**config.mk**
```make
export PLATFORM = sky130hd
export DESIGN_NAME = isp_dram_fetch_flat
export DESIGN_NICKNAME = d
export VERILOG_FILES = /design/src/rtl/isp_dram_fetch_if.sv /design/src/rtl/isp_dram_fetch.sv /design/src/flat_wrapper.sv
export SDC_FILE = /design/constraint.sdc
export NUM_CORES = 1
export LEC_CHECK = 0
export CAP_MARGIN = 20
export CORE_UTILIZATION = 53
export CTS_CLUSTER_DIAMETER = 50
export DETAILED_ROUTE_END_ITERATION = 8
export DONT_BUFFER_PORTS = 1
export GPL_ROUTABILITY_DRIVEN = 0
export PLACE_DENSITY = 0.75
export SLEW_MARGIN = 20
export SYNTH_ARGS = -nofsm -noshare
export SYNTH_HDL_FRONTEND = slang
export SYNTH_SLANG_ARGS = --single-unit
```
**constraint.sdc**
```tcl
create_clock -name clk -period 25.4 [get_ports clk]
set_input_delay 5.08 -clock clk [delete_from_list [all_inputs] [get_ports clk]]
set_output_delay 5.08 -clock clk [all_outputs]
set_load 0.05 [all_outputs]
```
**src/rtl/isp_dram_fetch_if.sv**
```systemverilog
// isp_dram_fetch_if: request, AXI4 read channel and output stream bundle for isp_dram_fetch
interface isp_dram_fetch_if;
  logic         req_valid;
  logic [3:0]   req_pic_no;
  logic         req_ready;
  logic         busy;
  logic [3:0]   arid_s_inf;
  logic [31:0]  araddr_s_inf;
  logic [7:0]   arlen_s_inf;
  logic [2:0]   arsize_s_inf;
  logic [1:0]   arburst_s_inf;
  logic         arvalid_s_inf;
  logic         arready_s_inf;
  logic [3:0]   rid_s_inf;
  logic [127:0] rdata_s_inf;
  logic [1:0]   rresp_s_inf;
  logic         rlast_s_inf;
  logic         rvalid_s_inf;
  logic         rready_s_inf;
  logic         out_valid;
  logic [127:0] out_data;
  logic         out_last;
  logic         out_ready;
  logic         fetch_err;
  modport master (
    input  req_valid, req_pic_no, arready_s_inf, rid_s_inf, rdata_s_inf, rresp_s_inf,
           rlast_s_inf, rvalid_s_inf, out_ready,
    output req_ready, busy, arid_s_inf, araddr_s_inf, arlen_s_inf, arsize_s_inf,
           arburst_s_inf, arvalid_s_inf, rready_s_inf, out_valid, out_data, out_last, fetch_err
  );
  modport slave (
    output req_valid, req_pic_no, arready_s_inf, rid_s_inf, rdata_s_inf, rresp_s_inf,
           rlast_s_inf, rvalid_s_inf, out_ready,
    input  req_ready, busy, arid_s_inf, araddr_s_inf, arlen_s_inf, arsize_s_inf,
           arburst_s_inf, arvalid_s_inf, rready_s_inf, out_valid, out_data, out_last, fetch_err
  );
endinterface

```
**src/rtl/isp_dram_fetch.sv**
```systemverilog
// isp_dram_fetch: AXI4 single-burst picture fetch into a small FIFO stream; RD_CHECK_EN enables sticky read-response checking
module isp_dram_fetch #(
  parameter logic [31:0] BASE_ADDR  = 32'h10000,
  parameter int          PIC_BYTES  = 3072,
  parameter int          BEATS      = 192,
  parameter int          FIFO_DEPTH = 4
) (
  input logic clk,
  input logic rst_n,
  isp_dram_fetch_if.master bus
);
  localparam int AW = $clog2(FIFO_DEPTH);
  localparam int CW = $clog2(BEATS);
  localparam logic [1:0] IDLE = 2'd0, ADDR = 2'd1, DATA = 2'd2, DRAIN = 2'd3;
  logic [1:0]    state;
  logic [31:0]   addr;
  logic [CW-1:0] beat_cnt;
  logic [AW:0]   count;
  logic [AW-1:0] wp, rp;
  logic [128:0]  mem [FIFO_DEPTH];
  logic          push, pop, last_beat;
  assign last_beat         = beat_cnt == CW'(BEATS - 1);
  assign bus.req_ready     = state == IDLE;
  assign bus.busy          = state != IDLE;
  assign bus.arid_s_inf    = 4'd0;
  assign bus.arsize_s_inf  = 3'b100;
  assign bus.arburst_s_inf = 2'b01;
  assign bus.arvalid_s_inf = state == ADDR;
  assign bus.araddr_s_inf  = bus.arvalid_s_inf ? addr : 32'd0;
  assign bus.arlen_s_inf   = bus.arvalid_s_inf ? 8'(BEATS - 1) : 8'd0;
  assign bus.rready_s_inf  = state == DATA && count < (AW+1)'(FIFO_DEPTH);
  assign bus.out_valid     = count != '0;
  assign {bus.out_last, bus.out_data} = bus.out_valid ? mem[rp] : 129'd0;
  assign push = bus.rvalid_s_inf & bus.rready_s_inf;
  assign pop  = bus.out_valid & bus.out_ready;
  // request/address/data/drain sequencing and beat counting
  always_ff @(posedge clk or negedge rst_n) begin
    if (!rst_n) begin
      state    <= IDLE;
      addr     <= 32'd0;
      beat_cnt <= '0;
    end else begin
      case (state)
        IDLE: if (bus.req_valid) begin
          addr     <= BASE_ADDR + 32'(PIC_BYTES) * {28'd0, bus.req_pic_no};
          beat_cnt <= '0;
          state    <= ADDR;
        end
        ADDR: if (bus.arready_s_inf) state <= DATA;
        DATA: if (push) begin
          beat_cnt <= beat_cnt + 1'b1;
          state    <= last_beat ? DRAIN : DATA;
        end
        default: if (pop && count == (AW+1)'(1)) state <= IDLE;
      endcase
    end
  end
  // FIFO occupancy and pointers; pointers wrap naturally at the power-of-two depth
  always_ff @(posedge clk or negedge rst_n) begin
    if (!rst_n) begin
      count <= '0;
      wp    <= '0;
      rp    <= '0;
    end else begin
      count <= count + (AW+1)'(push) - (AW+1)'(pop);
      wp    <= wp + AW'(push);
      rp    <= rp + AW'(pop);
    end
  end
  // beat storage; contents are only visible through out_valid so it needs no reset
  always_ff @(posedge clk) begin
    if (push) mem[wp] <= {last_beat, bus.rdata_s_inf};
  end
`ifdef RD_CHECK_EN
  logic err;
  // sticky flag for bad id/response or rlast out of step with the beat count
  always_ff @(posedge clk or negedge rst_n) begin
    if (!rst_n) err <= 1'b0;
    else if (push && (bus.rresp_s_inf != 2'd0 || bus.rid_s_inf != 4'd0 || bus.rlast_s_inf != last_beat)) err <= 1'b1;
  end
  assign bus.fetch_err = err;
`else
  assign bus.fetch_err = 1'b0;
`endif
endmodule

```
**src/flat_wrapper.sv**
```systemverilog
// flat-port wrapper written by rule: the top's interface ports become plain ports
module isp_dram_fetch_flat 
#(
  parameter logic [31:0] BASE_ADDR  = 32'h10000,
  parameter int          PIC_BYTES  = 3072,
  parameter int          BEATS      = 192,
  parameter int          FIFO_DEPTH = 4
)
  (clk, rst_n, bus_req_valid, bus_req_pic_no, bus_arready_s_inf, bus_rid_s_inf, bus_rdata_s_inf, bus_rresp_s_inf, bus_rlast_s_inf, bus_rvalid_s_inf, bus_out_ready, bus_req_ready, bus_busy, bus_arid_s_inf, bus_araddr_s_inf, bus_arlen_s_inf, bus_arsize_s_inf, bus_arburst_s_inf, bus_arvalid_s_inf, bus_rready_s_inf, bus_out_valid, bus_out_data, bus_out_last, bus_fetch_err);
  isp_dram_fetch_if bus_i ();
  input logic clk;
  input logic rst_n;
  input wire logic [$bits(bus_i.req_valid)-1:0] bus_req_valid;
  input wire logic [$bits(bus_i.req_pic_no)-1:0] bus_req_pic_no;
  input wire logic [$bits(bus_i.arready_s_inf)-1:0] bus_arready_s_inf;
  input wire logic [$bits(bus_i.rid_s_inf)-1:0] bus_rid_s_inf;
  input wire logic [$bits(bus_i.rdata_s_inf)-1:0] bus_rdata_s_inf;
  input wire logic [$bits(bus_i.rresp_s_inf)-1:0] bus_rresp_s_inf;
  input wire logic [$bits(bus_i.rlast_s_inf)-1:0] bus_rlast_s_inf;
  input wire logic [$bits(bus_i.rvalid_s_inf)-1:0] bus_rvalid_s_inf;
  input wire logic [$bits(bus_i.out_ready)-1:0] bus_out_ready;
  output wire logic [$bits(bus_i.req_ready)-1:0] bus_req_ready;
  output wire logic [$bits(bus_i.busy)-1:0] bus_busy;
  output wire logic [$bits(bus_i.arid_s_inf)-1:0] bus_arid_s_inf;
  output wire logic [$bits(bus_i.araddr_s_inf)-1:0] bus_araddr_s_inf;
  output wire logic [$bits(bus_i.arlen_s_inf)-1:0] bus_arlen_s_inf;
  output wire logic [$bits(bus_i.arsize_s_inf)-1:0] bus_arsize_s_inf;
  output wire logic [$bits(bus_i.arburst_s_inf)-1:0] bus_arburst_s_inf;
  output wire logic [$bits(bus_i.arvalid_s_inf)-1:0] bus_arvalid_s_inf;
  output wire logic [$bits(bus_i.rready_s_inf)-1:0] bus_rready_s_inf;
  output wire logic [$bits(bus_i.out_valid)-1:0] bus_out_valid;
  output wire logic [$bits(bus_i.out_data)-1:0] bus_out_data;
  output wire logic [$bits(bus_i.out_last)-1:0] bus_out_last;
  output wire logic [$bits(bus_i.fetch_err)-1:0] bus_fetch_err;
  assign bus_i.req_valid = bus_req_valid;
  assign bus_i.req_pic_no = bus_req_pic_no;
  assign bus_i.arready_s_inf = bus_arready_s_inf;
  assign bus_i.rid_s_inf = bus_rid_s_inf;
  assign bus_i.rdata_s_inf = bus_rdata_s_inf;
  assign bus_i.rresp_s_inf = bus_rresp_s_inf;
  assign bus_i.rlast_s_inf = bus_rlast_s_inf;
  assign bus_i.rvalid_s_inf = bus_rvalid_s_inf;
  assign bus_i.out_ready = bus_out_ready;
  assign bus_req_ready = bus_i.req_ready;
  assign bus_busy = bus_i.busy;
  assign bus_arid_s_inf = bus_i.arid_s_inf;
  assign bus_araddr_s_inf = bus_i.araddr_s_inf;
  assign bus_arlen_s_inf = bus_i.arlen_s_inf;
  assign bus_arsize_s_inf = bus_i.arsize_s_inf;
  assign bus_arburst_s_inf = bus_i.arburst_s_inf;
  assign bus_arvalid_s_inf = bus_i.arvalid_s_inf;
  assign bus_rready_s_inf = bus_i.rready_s_inf;
  assign bus_out_valid = bus_i.out_valid;
  assign bus_out_data = bus_i.out_data;
  assign bus_out_last = bus_i.out_last;
  assign bus_fetch_err = bus_i.fetch_err;
  isp_dram_fetch #(.BASE_ADDR(BASE_ADDR), .PIC_BYTES(PIC_BYTES), .BEATS(BEATS), .FIFO_DEPTH(FIFO_DEPTH)) u_core (.clk(clk), .rst_n(rst_n), .bus(bus_i));
endmodule
```
==> reports/metrics.yaml <==
logic_synthesis:
  synth_area_leaders: "edfxtp_1, mux4_2, and2_1"
  async_flop_share_pct: 4.44
  yosysUniqueCellTypes: 39
  synth_flop_cell: "edfxtp_1"
  ys_seq_area_share_pct: 75.8
  synth_top_area_share_pct: 72.9
  synthTopCellsByCount: "edfxtp_1, and2_1, mux4_2"
  yosysWarnings: 0
  synth_top_area_cell: "edfxtp_1"
  synth_most_common_cell: "edfxtp_1"
  synth-seq-cells: 540
  syn_inst: 1009
  avgSynthCellArea_sq_um: 21.1
  synth_area_sq_mm: 0.0212
  synth_edf_count: 516
layout:
  insertedDiodeCount: 0
  area_growth_pct: 9.61
  fin_nets: 1189
  drive_gt1_share_pct: 21.9
  final_area_sq_mm: 0.0233
  nFillCells: 2760
clock_network:
  cts_buffer_depth: 3
  cts_buffers: 54
  clock_sinks: 540
  cts_resized: 0
  hold_buffers: 0
  cts_tree: "done"
  root_buffer: "clkbuf_16"
  h-tree-depth: 2
  clk_pin_slew_ns: 0.06
  cts_setup_buffers: 0
  clock_latency_ns: 0.58
setup_path:
  crit_family: "flip-flops"
  r2r_setup_slack_ns: 21.22
  r2r_start: "u_core.state[0]$_DFFE_PN0P_"
  cp-endpoint: "bus_out_data[75]"
  critPathLaunch: "u_core.rp[0]$_DFF_PN0_"
  worstPathCellList: "buf_4, mux4_2, and2_1"
  critPathLaunchType: "flop"
  critPathCaptureType: "output pin"
  cp.required_ns: 20.32
  critPathMaxStageDelay_ns: 1.08
  r2r_end: "u_core.mem[2][1]$_DFFE_PP_"
  cp_data_arrival_time_ns: 3.58
  cp_num_buf_inv: 1
  cp_slowest_cell: "dfrtp_4"
  cp.depth: 3
  r2r_cells: 9
  path_class: "reg -> out"
  cp_max_fo: 48
detailed_routing:
  num_vias: 9201
  drcViolationCount: 0
  first_pass_iters: 4
  ant_nets: 0
  post_drt_wl_per_cell_um: 24.5
  routed_wl_mm: 39.0
  vias_per_cell: 5.79
  drtIter0Drc: 552
placed_design:
  hpwlAfterDp_mm: 22.3
  port_buffers: 0
  dpl-instance-area_sq_mm: 0.0216
min_path:
  hold_class: "reg -> reg"
floorplan:
  die_x_um: 202
  rows: 72
  core-area_sq_mm: 0.0391
  design.die.area_sq_mm: 0.0409
  start_util_pct: 54.3
  io_pins: 329
  die_y_um: 202
global_routing:
  antenna_found_initial: 0
  grt.total_usage_pct: 19.5
  grt_pass1_vias: 9911
  grt_max_degree: 79
  grt_pass1_wl_mm: 59.0
  grt_overflow_total: 0
sta:
  tightest_slew_ns: 1.09
  slew_headroom_pct: 27.3
  setup-tns-final_ns: 0
  finalHoldViolCount: 0
  rsz0062_at_grt: "false"
  period_share_pct: 34.1
  timing.final.setup_violations: 0
  min_period_ns: 8.66
  fin_worst_skew_ns: 0.0128
  drv_slew: 0
  fmax_mhz: 115
pwr:
  irDropWorstVdd_uv: 84.7
  p_leak_uw: 0.00749
  power_density_mw_per_mm2: 129
run_status:
  status: "completed"
job:
  cap_violations: 0
## cell usage in the layout, fill, tap and decap left out, types with 2 or more instances in the layout
cell type and n:
nand3_1 3, clkbuf_16 57, a32oi_1 2, clkinv_2 8, inv_1 13, buf_4 17
fa_1 2, and2_1 139, nor2b_1 4, o21bai_1 2, nand2_1 17, clkinvlp_4 4
conb_1 36, clkinv_1 12, dfrtp_4 2, nor3_1 4, inv_6 3, clkbuf_1 10
nand2b_1 3, dfrtp_1 22, xor2_1 3, mux4_2 129, a21oi_1 6, edfxtp_1 516
o21ai_0 11, inv_8 2, bufinv_16 2, nor2_1 7, mux2_2 2, ha_1 13
xnor2_1 3
## metrics by stage
stage,instances,hold slack [ns],worst slack [ns],utilization [%],total power [uW]
3_3_place_gp,1490,0.446,17.20,55.2,2290
6_report,1589,0.485,16.74,59.6,3010
4_1_cts,1589,0.485,16.55,59.6,3050
2_1_floorplan,1043,0.426,10.02,-,2180
5_1_grt,1589,0.511,16.41,59.6,3130
3_5_place_dp,1490,0.469,17.21,55.2,2300
## kinds of logic after synthesis
kind of cell | after synthesis | share of synthesized area (%)
mux | 133 | 13.9
compound gates | 27 | 0.883
flops | 540 | 75.8
fa+ha+maj | 16 | 1.01
other cells | 2 | 0.0353
xor+xnor | 6 | 0.247
buf+inv | 101 | 3.09
simple gates | 184 | 5.09
## flip-flops by register name, summed over array words and instances, names as in the netlist
register         cells
u_core.count         3
u_core.mem         516
u_core.wp            2
u_core.beat_cnt      8
u_core.addr          7
u_core.rp            2
u_core.state         2
## layer usage
layer	global-route usage, %	up-vias	wire, um
met2	32.4	334	19700
met5	0	-	0
met3	6.06	57	3180
met4	6.34	0	840
met1	24.5	4837	15300
li1	-	3973	-
## worst min-delay path by stage
| stage | startpoint | to | slack [ns] | cells past startpoint |
|---|---|---|---|---|
| final | u_core.addr[16]$_DFFE_PN0P_ | u_core.addr[16]$_DFFE_PN0P_ | 0.48 | 1 |
| after global routing | u_core.addr[16]$_DFFE_PN0P_ | u_core.addr[16]$_DFFE_PN0P_ | 0.51 | 1 |
| after CTS | u_core.addr[16]$_DFFE_PN0P_ | u_core.addr[16]$_DFFE_PN0P_ | 0.48 | 1 |
| after detailed placement | u_core.addr[16]$_DFFE_PN0P_ | u_core.addr[16]$_DFFE_PN0P_ | 0.47 | 1 |
| after global placement | u_core.addr[16]$_DFFE_PN0P_ | u_core.addr[16]$_DFFE_PN0P_ | 0.45 | 1 |
| after floorplan | u_core.addr[16]$_DFFE_PN0P_ | u_core.addr[16]$_DFFE_PN0P_ | 0.43 | 1 |
## worst register-to-register path, stage by stage (launching register included)
cell	delay (ns)
dfrtp_1	0.43
inv_1	0.12
ha_1	0.30
nor2b_1	0.90
nand2_1	0.37
inv_1	0.22
nand2_1	0.11
nor2_4	0.10
buf_4	0.44
buf_4	0.72
## area by class of cell
class | instances | area [sq um] | area share, %
Multi-Input combinational cell | 402 | 4660 | 20.0
Inverter | 13 | 48.8 | 0.210
Clock inverter | 32 | 233 | 0.999
Sequential cell | 540 | 16100 | 69.2
Clock buffer | 67 | 1460 | 6.29
Tap cell | 518 | 648 | 2.78
Timing Repair Buffer | 17 | 128 | 0.548
## where the power goes
group	switching, uW	total (uW)	internal (uW)
logic	844	1140	293
clock network	323	753	431
registers	61.6	1120	1060
total	1230	3010	1780
Power figures use the tool's default switching activity.
